`src/rtl/pipe_stage_reg.sv`:
```
// Parametrised pipeline stage register: valid/ready payload stage with flush,
// optional 2-entry skid buffer (registered in_ready) and saturating perf counters.
//
// Skid-mode states:
//   state | meaning
//   EMPTY | main register invalid, in_ready=1
//   ONE   | main register valid, skid invalid, in_ready=1
//   TWO   | main and skid valid, in_ready=0
module pipe_stage_reg #(
    parameter int PAYLOAD_W     = 128,
    parameter int SKID          = 1,
    parameter int ZERO_ON_FLUSH = 1,
    parameter int CNT_W         = 16
) (
    input  logic                 clk,
    input  logic                 rst,
    input  logic                 flush,
    input  logic                 in_valid,
    output logic                 in_ready,
    input  logic [PAYLOAD_W-1:0] in_data,
    output logic                 out_valid,
    input  logic                 out_ready,
    output logic [PAYLOAD_W-1:0] out_data,
    output logic [CNT_W-1:0]     bubble_cnt,
    output logic [CNT_W-1:0]     stall_cnt
);

    localparam logic [CNT_W-1:0] CNT_MAX = '1;

    generate
        if (SKID != 0) begin : g_skid
            typedef enum logic [1:0] {EMPTY, ONE, TWO} state_t;

            state_t               state;
            logic                 rdy_q;
            logic [PAYLOAD_W-1:0] m_data;
            logic [PAYLOAD_W-1:0] s_data;
            logic                 in_xfer;
            logic                 out_xfer;

            assign in_xfer  = in_valid & rdy_q;
            assign out_xfer = (state != EMPTY) & out_ready;

            always_ff @(posedge clk) begin
                if (rst) begin
                    state  <= EMPTY;
                    rdy_q  <= 1'b1;
                    m_data <= '0;
                    s_data <= '0;
                end else if (flush) begin
                    state <= EMPTY;
                    rdy_q <= 1'b1;
                    if (ZERO_ON_FLUSH != 0) begin
                        m_data <= '0;
                        s_data <= '0;
                    end
                end else begin
                    case (state)
                        EMPTY: begin
                            if (in_xfer) begin
                                m_data <= in_data;
                                state  <= ONE;
                            end
                        end
                        ONE: begin
                            if (in_xfer && out_xfer) begin
                                m_data <= in_data;
                            end else if (in_xfer) begin
                                s_data <= in_data;
                                state  <= TWO;
                                rdy_q  <= 1'b0;
                            end else if (out_xfer) begin
                                state <= EMPTY;
                            end
                        end
                        TWO: begin
                            // in_ready is low here, so only the drain case matters
                            if (out_xfer) begin
                                m_data <= s_data;
                                state  <= ONE;
                                rdy_q  <= 1'b1;
                            end
                        end
                        default: begin
                            state <= EMPTY;
                            rdy_q <= 1'b1;
                        end
                    endcase
                end
            end

            assign in_ready  = rdy_q;
            assign out_valid = (state != EMPTY);
            assign out_data  = m_data;
        end else begin : g_single
            logic                 valid_q;
            logic [PAYLOAD_W-1:0] m_data;
            logic                 in_xfer;
            logic                 out_xfer;

            assign in_ready = out_ready | ~valid_q;
            assign in_xfer  = in_valid & in_ready;
            assign out_xfer = valid_q & out_ready;

            always_ff @(posedge clk) begin
                if (rst) begin
                    valid_q <= 1'b0;
                    m_data  <= '0;
                end else if (flush) begin
                    valid_q <= 1'b0;
                    if (ZERO_ON_FLUSH != 0) begin
                        m_data <= '0;
                    end
                end else if (in_xfer) begin
                    m_data  <= in_data;
                    valid_q <= 1'b1;
                end else if (out_xfer) begin
                    valid_q <= 1'b0;
                end
            end

            assign out_valid = valid_q;
            assign out_data  = m_data;
        end
    endgenerate

    always_ff @(posedge clk) begin
        if (rst) begin
            bubble_cnt <= '0;
            stall_cnt  <= '0;
        end else begin
            if (!out_valid && (bubble_cnt != CNT_MAX)) begin
                bubble_cnt <= bubble_cnt + CNT_W'(1);
            end
            if (out_valid && !out_ready && (stall_cnt != CNT_MAX)) begin
                stall_cnt <= stall_cnt + CNT_W'(1);
            end
        end
    end

endmodule
```
`config.mk`:
```
export PLATFORM = sky130hd
export DESIGN_NAME = pipe_stage_reg
export DESIGN_NICKNAME = d
export VERILOG_FILES = /design/src/rtl/pipe_stage_reg.sv
export SDC_FILE = /design/constraint.sdc
export NUM_CORES = 1
export LEC_CHECK = 0
export BUFFER_PORTS_ARGS = -buffer_cell sky130_fd_sc_hd__clkbuf_2
export CAP_MARGIN = 20
export CELL_PAD_IN_SITES_DETAIL_PLACEMENT = 1
export CELL_PAD_IN_SITES_GLOBAL_PLACEMENT = 2
export CORE_ASPECT_RATIO = 2
export CORE_MARGIN = 4
export CORE_UTILIZATION = 35
export CTS_BUF_LIST = sky130_fd_sc_hd__clkbuf_8
export DETAILED_ROUTE_END_ITERATION = 16
export PLACE_DENSITY_LB_ADDON = 0.1
export SKIP_CTS_REPAIR_TIMING = 1
export SLEW_MARGIN = 0
export SYNTH_ARGS = -nofsm -noshare
export SYNTH_HDL_FRONTEND = slang
export SYNTH_SLANG_ARGS = --single-unit
```
`constraint.sdc`:
```
create_clock -name clk -period 5.2 [get_ports clk]
set_clock_uncertainty 0.1 [all_clocks]
set_input_delay 1.04 -clock clk [delete_from_list [all_inputs] [get_ports clk]]
set_output_delay 1.04 -clock clk [all_outputs]
set_load 0.02 [all_outputs]
```
Word level (Yosys, flattened, before mapping)
Cells that the tools add are included.

word-level totals
  register bits after elaboration = 291
  bits of input ports = 133
  output and inout port bits = 162
  word-level logic and storage cells = 50

operators by class
  add/sub/neg operators = 2
  equal/unequal tests = 10
  mux-type cells = 14
  bitwise logic cells = 4
  reductions and logical operators = 14

operators by type and width
  operator                                                          number
  128-bit two-way mux                                               3
  128-bit case mux with 3 select lines                              1
  16-bit by 1-bit adder with 16-bit output (second input constant)  2
  16-bit inequality test (second input constant)                    2
  4-bit AND reduction                                               3
  2-bit two-way mux                                                 5
  2-bit inequality test (second input constant)                     5
  2-bit case mux with 3 select lines                                1
  1-bit logical AND                                                 4
  1-bit two-way mux                                                 3
  3-bit inequality test (second input constant)                     1
  1-bit case mux with 3 select lines                                1
  3-bit AND reduction                                               1
  3-bit nonzero test                                                1
  1-bit AND                                                         2
  2-bit by 1-bit == test with 1-bit output (second input constant)  1
  2-bit == test (second input constant)                             1
  1-bit logical NOT                                                 2
  2-bit logical NOT                                                 1
  1-bit NOT                                                         2
  2-bit nonzero test                                                1
  2-bit OR reduction                                                1

Logic depth before layout (Yosys ltp)
Gate-level depths: netlist of the first run.

  depth after elaboration = 6
  depth in mapped cells = 8
  mapped depth without buffers = 5

Worst setup path before layout of the first run
Ideal clock, no wire load.

  path type = input-to-reg
  from = in out_ready
  to = reg stall_cnt[10]
  library setup time = 0.121 ns
  arrival = 2.156 ns
  required time = 4.979 ns
  path slack = 2.823 ns
  stages = 5
  path buffers = 1
  path through = o21ba_2 > nand2_1 > clkbuf_1 > nor4_1 > mux2_2

on the way
  cells in the longest elaborated chain, start to end = 3

ends and longest elaborated chain
  element                         RTL line  text
  from (decl)                     22        input logic out_ready,
  1-bit logical NOT               135       if (out_valid && !out_ready && (stall_cnt != CNT_MAX)) begin
  1-bit logical AND (2 in a row)  135
  to (signal assigned)            136       stall_cnt <= stall_cnt + CNT_W'(1);
  to (decl)                       25        output logic [CNT_W-1:0] stall_cnt

No other way between the ends.
A chain may end at the register's enable or synchronous reset.

Worst setup path after layout of the first run
  from = in out_ready
  to = reg g_skid.s_data[46]

on the way
  cells in the longest elaborated chain, start to end = 4

ends and longest elaborated chain
  element                               RTL line  text
  1-bit AND                             42        assign out_xfer = (state != EMPTY) & out_ready;
  1-bit logical AND                     66        if (in_xfer && out_xfer) begin
  1-bit NOT (no source line)            n/a
  3-bit AND reduction (no source line)  n/a
  to (signal assigned)                  69        s_data <= in_data;
  to (decl)                             37        logic [PAYLOAD_W-1:0] s_data;

No other way between the ends.

==> results of run 1 <==
==> worst register-to-register path, cell delays in order, from the launching register on <==
cell	delay (ns)
dfxtp_1	0.45
nor4bb_1	0.72
and2_4	0.71
buf_12	0.39
nand2_1	0.23
a21oi_1	0.14
==> worst max-delay path by stage <==
stage / end / slack (ns) / cells past startpoint
after floorplan: stall_cnt[10]$_SDFFE_PP0P_ / 2.82 / 5
after global placement: g_skid.s_data[47]$_SDFFE_PP0P_ / 1.75 / 6
after detailed placement: g_skid.s_data[46]$_SDFFE_PP0P_ / 1.68 / 6
after CTS: g_skid.s_data[46]$_SDFFE_PP0P_ / 2.28 / 6
after global routing: g_skid.s_data[45]$_SDFFE_PP0P_ / 2.09 / 6
final: g_skid.s_data[46]$_SDFFE_PP0P_ / 2.26 / 6
==> area by class of cell <==
cell class | count | area share (%)
Multi-Input combinational cell | 937 | 38.2
Clock inverter | 23 | 0.604
Timing Repair Buffer | 303 | 11.1
Sequential cell | 291 | 40.7
Antenna cell | 2 | 0.0350
Tap cell | 432 | 3.78
Inverter | 6 | 0.157
Clock buffer | 56 | 5.39
==> registers in the layout, indices dropped and copies added, names as in the netlist <==
signal,cells
g_skid.state,2
bubble_cnt,16
stall_cnt,16
out_data,128
in_ready,1
g_skid.s_data,128
==> power by group through the flow <==
stage	sequential, mW	combinational [mW]	clock (mW)
after detailed placement	2.38	0.436	0
after global placement	2.37	0.429	0
after CTS	2.33	0.437	1.94
final	2.33	0.427	1.85
after global routing	2.33	0.476	2.04
after floorplan	2.42	0.195	0
==> cells in the mapped netlist, types with 2 or more instances <==
cell type	n	share of area, %
or2_2	3	0.16
o31ai_1	11	0.70
or3_1	5	0.27
inv_1	4	0.13
dfxtp_1	291	50
mux2i_1	130	11
ha_1	2	0.21
a211oi_1	132	8.4
nor3_1	7	0.30
o21bai_1	3	0.19
nor2b_1	6	0.32
nor2_1	140	4.5
o21ai_0	5	0.21
or4_1	9	0.58
a41oi_1	2	0.15
o41ai_1	4	0.30
nor4_1	6	0.32
nand4_1	9	0.48
and2_1	2	0.11
buf_2	37	1.6
clkbuf_1	70	2.2
and4_1	3	0.22
o311ai_0	3	0.22
a21oi_1	143	6.1
mux2_2	3	0.29
nand2_1	274	8.8
mux2_1	2	0.19
nand3_1	9	0.38
a31oi_1	4	0.21
==> layer usage <==
layer / share of wire, % / global-route usage (%) / up-vias / wire [µm]
met5: 0.090 / 0 / - / 33
met4: 3.1 / 7.26 / 4 / 1140
met3: 6.9 / 6.09 / 71 / 2520
met2: 52 / 35.2 / 226 / 19200
met1: 37 / 21.4 / 4945 / 13800
li1: - / - / 5196 / -
==> metrics by stage <==
step	area (µm²)	setup WS, ns	instances
6_report	14300	2.26	2050
5_1_grt	14300	2.09	2050
2_1_floorplan	11700	2.82	1343
3_5_place_dp	13400	1.68	1969
4_1_cts	14300	2.28	2048
3_3_place_gp	13400	1.75	1969
==> logic make-up (layout without fill, tap and decap cells) <==
logic type | Yosys count | count (layout) | share of synthesized area [%]
buf+inv | 115 | 388 | 4.13
fa+ha+maj | 2 | 2 | 0.213
mux | 135 | 135 | 11.6
xor+xnor | 1 | 1 | 0.0746
compound gates | 314 | 314 | 17.1
other cells | 0 | 2 | 0
flops | 291 | 291 | 49.6
simple gates | 485 | 485 | 17.3
==> summary.md, run 1 <==
| Metric | Value |
|---|---|
| Later-pin clock latency in the skew report | `0.57 ns` |
| Site Rows | `94` |
| Element type at the critical path end | `flip-flop` |
| Startpoint Class | `input port` |
| Final Hold Violating Endpoints | `0` |
| Via/cell ratio | `5.09` |
| Fmax | `0.340 GHz` |
| Hold Path End | `g_skid.s_data[52]$_SDFFE_PP0P_` |
| Leakage power | `6.45 nW` |
| Status | `finished clean` |
| Leading register cell type out of synthesis | `dfxtp_1` |
| Slowest cell on the critical path | `and2_4` |
| Worst Tran Pin Value | `1.16 ns` |
| Starting Density | `35.5%` |
| Combinational share of power | `9.3%` |
| PwrDens | `322 mW/mm²` |
| Reg power frac | `50.5%` |
| RSZ-0062 raised after global routing | `no` |
| Detailed-route via count | `10400` |
| Worst-path maximum fanout | `73` |
| Vias in the first global route | `10700` |
| Syn Area/Cell | `8.75 µm²` |
| Final setup fails | `0` |
| Reg-to-reg critical path startpoint | `g_skid.state[1]$_SDFFE_PP0P_` |
| R2r endpoint | `g_skid.s_data[46]$_SDFFE_PP0P_` |
| Int Pwr | `3.40 mW` |
| ANT nets after route | `0` |
| Final net count | `1720` |
| Synth Warn # | `0` |
| Hpwl dp | `24100 µm` |
| Vert. Die Dim | `267 µm` |
| Syn Nets | `1478` |
| Die Area | `0.0367 mm²` |
| Seq. cell area | `0.00583 mm²` |
| Grt ovf | `0` |
| Worst EP arrival | `3.32 ns` |
| Final Max Tran Viols | `0` |
| First-pass GRT wire length | `57800 µm` |
| VDD IR max | `190 µV` |
| Core area | `0.0330 mm²` |
| Relative slew slack | `22.6%` |
| HP Start | `g_skid.s_data[52]$_SDFFE_PP0P_` |
| Sw power | `1.21 mW` |
| Die Span X | `138 µm` |
| CTS sink count | `291` |
| Most common cell after layout, fill and taps aside | `clkbuf_2` |
| Largest net degree at the start of global routing | `257` |
| Worst hold margin | `0.353 ns` |
| Tightest Hold Check Type | `flip-flop to flip-flop` |
| Fin crit share | `56.5%` |
| TNS Setup | `0 ns` |
| Longest Clk Path Bufs | `3` |
| Area taken by multi-input logic gates | `0.00547 mm²` |
| Min Tclk post-route | `2.94 ns` |
| Synth Instances | `1343` |
| Root Buffer | `clkbuf_8` |
| Worst-path clk slew | `0.06 ns` |
| H-tree depth | `2` |
| CTS tree | `built` |
| Placer congestion estimate | `0.761` |
| Ports | `295` |
| Area delta synth->final | `21.8%` |
| Seq cells post-synth | `291` |
| Final core occ | `43.3%` |
| Number of DRC markers in iteration 0 | `342` |
| Most frequent cells in the layout | `294 x clkbuf_2, 291 x dfxtp_1, 273 x nand2_1` |
| Max Cap Viol | `0` |
| Worst R2R Setup Slack | `2.37 ns` |
| Post-synth EDFFs | `0` |
| Layout fillers | `3975` |
| # port buffers | `294` |
| Ratio of cells with drive above 1 in the final layout | `23.1%` |
| Total GRT Usage | `19.7%` |
| Final total power | `4.60 mW` |
| Reg2reg path depth | `5` |
| Hold path depth | `2` |
| CTS buffer count | `46` |
| Slowest stage delay, CP | `0.71 ns` |
| Delay-heaviest family, CP | `simple AND/OR/NAND/NOR gates` |
| WL final | `36700 µm` |
| Register area share after synthesis | `49.6%` |
| Crit Path Category | `input port to flip-flop` |
| Crit path buf inv count | `2` |
| Required @ worst endpoint | `5.58 ns` |
| Critical path launch point | `out_ready` |
| Residual DRC | `0` |
| Synthesized area | `0.0117 mm²` |
| Drt pass-1 iters | `4` |
| WL/cell | `17.9 µm` |
| Async SR Flop Fraction | `0%` |
| Post-synth cell types | `53` |
| Clk pwr share | `40.2%` |
| Critical path cell sequence | `clkbuf_2 -> nor4bb_1 -> and2_4 -> buf_12 -> nand2_1 -> a21oi_1` |
| Initial antenna violation count | `4` |
| Switching part of the total | `26.2%` |
No activity file was read; power rests on OpenSTA's default activity.
==> inputs of run 2 (changes only) <==
--- a/config.mk
+++ b/config.mk
@@ -11,7 +11,7 @@
 export CELL_PAD_IN_SITES_GLOBAL_PLACEMENT = 2
 export CORE_ASPECT_RATIO = 2
 export CORE_MARGIN = 4
-export CORE_UTILIZATION = 35
+export CORE_UTILIZATION = 32
 export CTS_BUF_LIST = sky130_fd_sc_hd__clkbuf_8
 export DETAILED_ROUTE_END_ITERATION = 16
 export PLACE_DENSITY_LB_ADDON = 0.1
==> constraint.sdc (replaced) <==
create_clock -name clk -period 2.8 [get_ports clk]
set_clock_uncertainty 0.1 [all_clocks]
set_input_delay 0.56 -clock clk [delete_from_list [all_inputs] [get_ports clk]]
set_output_delay 0.56 -clock clk [all_outputs]
set_load 0.02 [all_outputs]
==> summary.md, run 2 (synthesis results as in run 1) <==
| Metric | Value |
|---|---|
| CTS tree | `built` |
| Uppermost routed layer | `met5` |
| Detailed-route via count | `10500` |
| Element type at the critical path end | `output port` |
| Fmax | `0.428 GHz` |
| # port buffers | `294` |
| Startpoint Class | `flip-flop` |
| ANT nets after route | `0` |
| Min Tclk post-route | `2.34 ns` |
| Vias in the first global route | `10900` |
| Worst-path maximum fanout | `14` |
| Worst EP arrival | `1.68 ns` |
| Longest Clk Path Bufs | `3` |
| First-pass GRT wire length | `60500 µm` |
| Hpwl dp | `25800 µm` |
| Number of DRC markers in iteration 0 | `300` |
| RSZ-0062 raised after global routing | `no` |
| Later-pin clock latency in the skew report | `0.57 ns` |
| Site Rows | `99` |
| Status | `finished clean` |
| Worst Tran Pin Value | `0.706 ns` |
| Final setup fails | `0` |
| Crit Path Category | `flip-flop to output port` |
| VDD IR max | `361 µV` |
| Slowest cell on the critical path | `dfxtp_1` |
| Ratio of cells with drive above 1 in the final layout | `24.4%` |
| Most frequent cells in the layout | `294 x clkbuf_2, 291 x dfxtp_1, 273 x nand2_1` |
| Tightest Hold Check Type | `input port to flip-flop` |
| Reg-to-reg critical path startpoint | `in_ready$_SDFFE_PP1P_` |
| CTS sink count | `291` |
| Starting Density | `32.3%` |
| Final net count | `1736` |
| Grt ovf | `0` |
| Worst-path clk slew | `0.07 ns` |
| Die Area | `0.0400 mm²` |
| Crit path depth | `3` |
| Final Hold Violating Endpoints | `0` |
| Met3 routed WL | `2320 µm` |
| Drt pass-1 iters | `4` |
| Required @ worst endpoint | `2.14 ns` |
| Critical path launch point | `g_skid.state[1]$_SDFFE_PP0P_` |
| Root Buffer | `clkbuf_8` |
| Via/cell ratio | `5.05` |
| Ports | `295` |
| Crit path to | `out_valid` |
| CTS buffer count | `46` |
| Initial antenna violation count | `3` |
| Largest net degree at the start of global routing | `101` |
| Worst R2R Setup Slack | `0.65 ns` |
| Layout fillers | `4325` |
| Cell area after layout | `0.0146 mm²` |
| Fin crit share | `83.5%` |
| DR WL met2 | `20300 µm` |
| Final Max Tran Viols | `0` |
| Placement Cell Area | `0.0137 mm²` |
| Relative slew slack | `52.3%` |
| Final Non-Filler Cells | `2090` |
| Slowest stage delay, CP | `0.62 ns` |
| Delay-heaviest family, CP | `flip-flops` |
| WL met1 | `14600 µm` |
| Placed insts | `2007` |
| HP Start | `in_data[72]` |
| Residual DRC | `0` |
| Reg2reg path depth | `5` |
| H-tree depth | `2` |
| TNS Setup | `0 ns` |
| PwrDens | `595 mW/mm²` |
| Most common cell after layout, fill and taps aside | `clkbuf_2` |
| Critical path cell sequence | `nor2_4 -> inv_2 -> clkbuf_2` |
| Vert. Die Dim | `279 µm` |
| Placer congestion estimate | `0.755` |
| Worst hold margin | `0.114 ns` |
| Max Cap Viol | `0` |
| WL final | `38000 µm` |
| Leakage power | `6.58 nW` |
| Final core occ | `40.2%` |
| Core area | `0.0364 mm²` |
| Crit path buf inv count | `2` |
| Total GRT Usage | `18.8%` |
| R2r endpoint | `out_data[31]$_SDFFE_PP0P_` |
| WL/cell | `18.2 µm` |
| Area delta synth->final | `24.6%` |
| Die Span X | `143 µm` |
==> run 2: changes by cell type in the layout (fill, tap and decap cells not counted), moves of 3 or more <==
cell        before  now
buf_4            5   10
clkinv_2         0    4
inv_1           27   21
clkinvlp_4       0    3
buf_12           4   15
==> run 2: worst register-to-register path, delay by kind of cell, from the launching register on <==
| kind | cells | cell delay, ns |
|---|---|---|
| and+or+nand+nor | 2 | 0.37 |
| buffers and inverters | 1 | 0.38 |
| AOI/OAI and AO/OA | 2 | 0.73 |
| DFF | 1 | 0.48 |
==> run 2: where the power goes <==
| group | switching [mW] | internal [mW] | total [mW] |
|---|---|---|---|
| clock network | 1.73 | 1.84 | 3.57 |
| registers | 0.0708 | 4.25 | 4.32 |
| logic | 0.532 | 0.293 | 0.825 |
==> run 2: per-stage QoR <==
stage	setup WS, ns	power (mW)
final	0.461	8.71
after CTS	0.395	8.92
after global routing	0.334	9.19
after floorplan	0.703	4.87
after global placement	0.546	5.24
after detailed placement	0.520	5.26
==> run 2: cell type report <==
class                      instances  area [µm²]  share of cell area (%)
timing repair buffer             319        1850                    12.6
clock inverter                    25         115                   0.787
tap                              454         568                    3.88
inverter                           6        22.5                   0.154
multi-input combinational        937        5470                    37.4
sequential                       291        5830                    39.8
antenna                            1        2.50                  0.0171
clock buffer                      57         785                    5.36
==> run 2: routing by layer <==
metal  vias up  global-route usage, %
met2       222                   34.6
li1       5236                      -
met1      5022                   20.9
met3        64                   4.88
met5         -                      0
met4         4                   5.27
==> run 2: worst min path at each step <==
stage                                 endpoint  slack, ns  depth (start not counted)
2_1_floorplan    g_skid.s_data[0]$_SDFFE_PP0P_       0.34                          2
3_3_place_gp     g_skid.s_data[6]$_SDFFE_PP0P_       0.34                          2
3_5_place_dp   g_skid.s_data[114]$_SDFFE_PP0P_       0.35                          2
4_1_cts         g_skid.s_data[72]$_SDFFE_PP0P_       0.05                          3
5_1_grt         g_skid.s_data[51]$_SDFFE_PP0P_       0.07                          3
6_report        g_skid.s_data[72]$_SDFFE_PP0P_       0.11                          3
==> inputs of run 3 (changes only) <==
==> constraint.sdc (replaced) <==
create_clock -name clk -period 2.2 [get_ports clk]
set_clock_uncertainty 0.1 [all_clocks]
set_input_delay 0.44 -clock clk [delete_from_list [all_inputs] [get_ports clk]]
set_output_delay 0.44 -clock clk [all_outputs]
set_load 0.02 [all_outputs]
==> summary.md, run 3 (synthesis results as in run 1) <==
| Metric | Value |
|---|---|
| Hold path depth | `3` |
| Starting Density | `32.3%` |
| Required @ worst endpoint | `1.66 ns` |
| Leakage power | `6.79 nW` |
| Drt pass-1 iters | `4` |
| Fin crit share | `93.4%` |
| Crit path buf inv count | `3` |
| Residual DRC | `0` |
| Area delta synth->final | `28.3%` |
| Site Rows | `99` |
| Startpoint Class | `flip-flop` |
| Slowest stage delay, CP | `0.45 ns` |
| Total GRT Usage | `18.4%` |
| Hpwl dp | `26000 µm` |
| Longest Clk Path Bufs | `3` |
| Delay-heaviest family, CP | `flip-flops` |
| Most frequent cells in the layout | `294 x clkbuf_2, 290 x dfxtp_1, 273 x nand2_1` |
| Final core occ | `41.4%` |
| Ratio of cells with drive above 1 in the final layout | `24.9%` |
| CTS tree | `built` |
| Final total power | `11.4 mW` |
| Worst EP arrival | `1.52 ns` |
| Crit Path Category | `flip-flop to output port` |
| Vert. Die Dim | `279 µm` |
| Fmax | `0.486 GHz` |
| Area taken by multi-input logic gates | `0.00547 mm²` |
| Relative slew slack | `59.2%` |
| Die Area | `0.0400 mm²` |
| WL final | `37800 µm` |
| Vias in the first global route | `10900` |
| # port buffers | `294` |
| PwrDens | `756 mW/mm²` |
| Tightest Hold Check Type | `input port to flip-flop` |
| CTS buffer count | `46` |
| Die Span X | `143 µm` |
| Element type at the critical path end | `output port` |
| Final net count | `1772` |
| Ports | `295` |
| Final Hold Violating Endpoints | `0` |
| Critical path cell sequence | `nor2_4 -> inv_2 -> buf_4 -> clkbuf_2` |
| WL/cell | `17.8 µm` |
| Core area | `0.0364 mm²` |
| RSZ-0062 raised after global routing | `no` |
| Most common cell after layout, fill and taps aside | `clkbuf_2` |
| CTS sink count | `291` |
| Number of DRC markers in iteration 0 | `250` |
| ANT nets after route | `0` |
| VDD IR max | `488 µV` |
| Root Buffer | `clkbuf_8` |
| Worst-path clk slew | `0.07 ns` |
| Seq. cell area | `0.00583 mm²` |
| Max Cap Viol | `0` |
| Layout fillers | `4406` |
| Via/cell ratio | `5.01` |
| Final Max Tran Viols | `0` |
| Initial antenna violation count | `3` |
| Worst Tran Pin Value | `0.613 ns` |
| Slowest cell on the critical path | `dfxtp_1` |
| Later-pin clock latency in the skew report | `0.57 ns` |
| Detailed-route via count | `10700` |
| Status | `finished clean` |
| TNS Setup | `0 ns` |
| Worst-path maximum fanout | `13` |
| H-tree depth | `2` |
| Reg2reg path depth | `6` |
| Largest net degree at the start of global routing | `89` |
| Crit path depth | `4` |
| Final setup fails | `0` |
| Grt ovf | `0` |
| Placer congestion estimate | `0.787` |
| First-pass GRT wire length | `59200 µm` |
| Min Tclk post-route | `2.06 ns` |
run 3: cell type report:
type                       count  share of cell area (%)
clock inverter                18                   0.473
clock buffer                  66                    6.03
antenna                        3                  0.0498
inverter                       6                   0.149
sequential                   291                    38.7
tap                          454                    3.77
multi-input combinational    937                    36.3
timing repair buffer         355                    14.6
run 3: worst reg2reg max path, cell delays in order, from the launching register on:
cell,delay (ns)
dfxtp_1,0.36
ha_1,0.25
nand3_2,0.19
nor4_1,0.09
buf_4,0.18
nor4_1,0.37
mux2_2,0.39
run 3: power breakdown:
group / switching [mW] / internal [mW]
sequential: 0.0865 / 5.40
combinational: 0.688 / 0.415
clock: 2.16 / 2.64
total: 2.94 / 8.46
run 3: path summary, 6_finish.rpt:
check                                                     from                              to  slack [ns]
worst max-delay path              g_skid.state[1]$_SDFFE_PP0P_                       out_valid        0.14
worst min-delay path                               in_data[92]  g_skid.s_data[92]$_SDFFE_PP0P_       0.005
worst max register to register      bubble_cnt[0]$_SDFFE_PP0P_      bubble_cnt[6]$_SDFFE_PP0P_        0.17
worst min register to register  g_skid.s_data[44]$_SDFFE_PP0P_  g_skid.s_data[44]$_SDFFE_PP0P_        0.35
run 3: stage by stage:
step | setup slack [ns] | cell area [µm²] | std cells | hold WS [ns]
after floorplan | 0.103 | 11700 | 1343 | 0.336
after global placement | 0.214 | 13900 | 2020 | 0.340
after detailed placement | 0.134 | 13900 | 2020 | 0.346
after CTS | 0.0420 | 14800 | 2104 | -0.0496
after global routing | 0.0341 | 15100 | 2129 | -0.0000280
final | 0.144 | 15100 | 2130 | 0.00543
run 3: routing by layer:
metal	GRT usage (%)	up-vias	share of wire, %
li1	-	5292	-
met1	19.5	5093	38
met2	33.8	232	53
met3	5.38	64	6.4
met4	6.62	0	2.7
met5	0	-	0
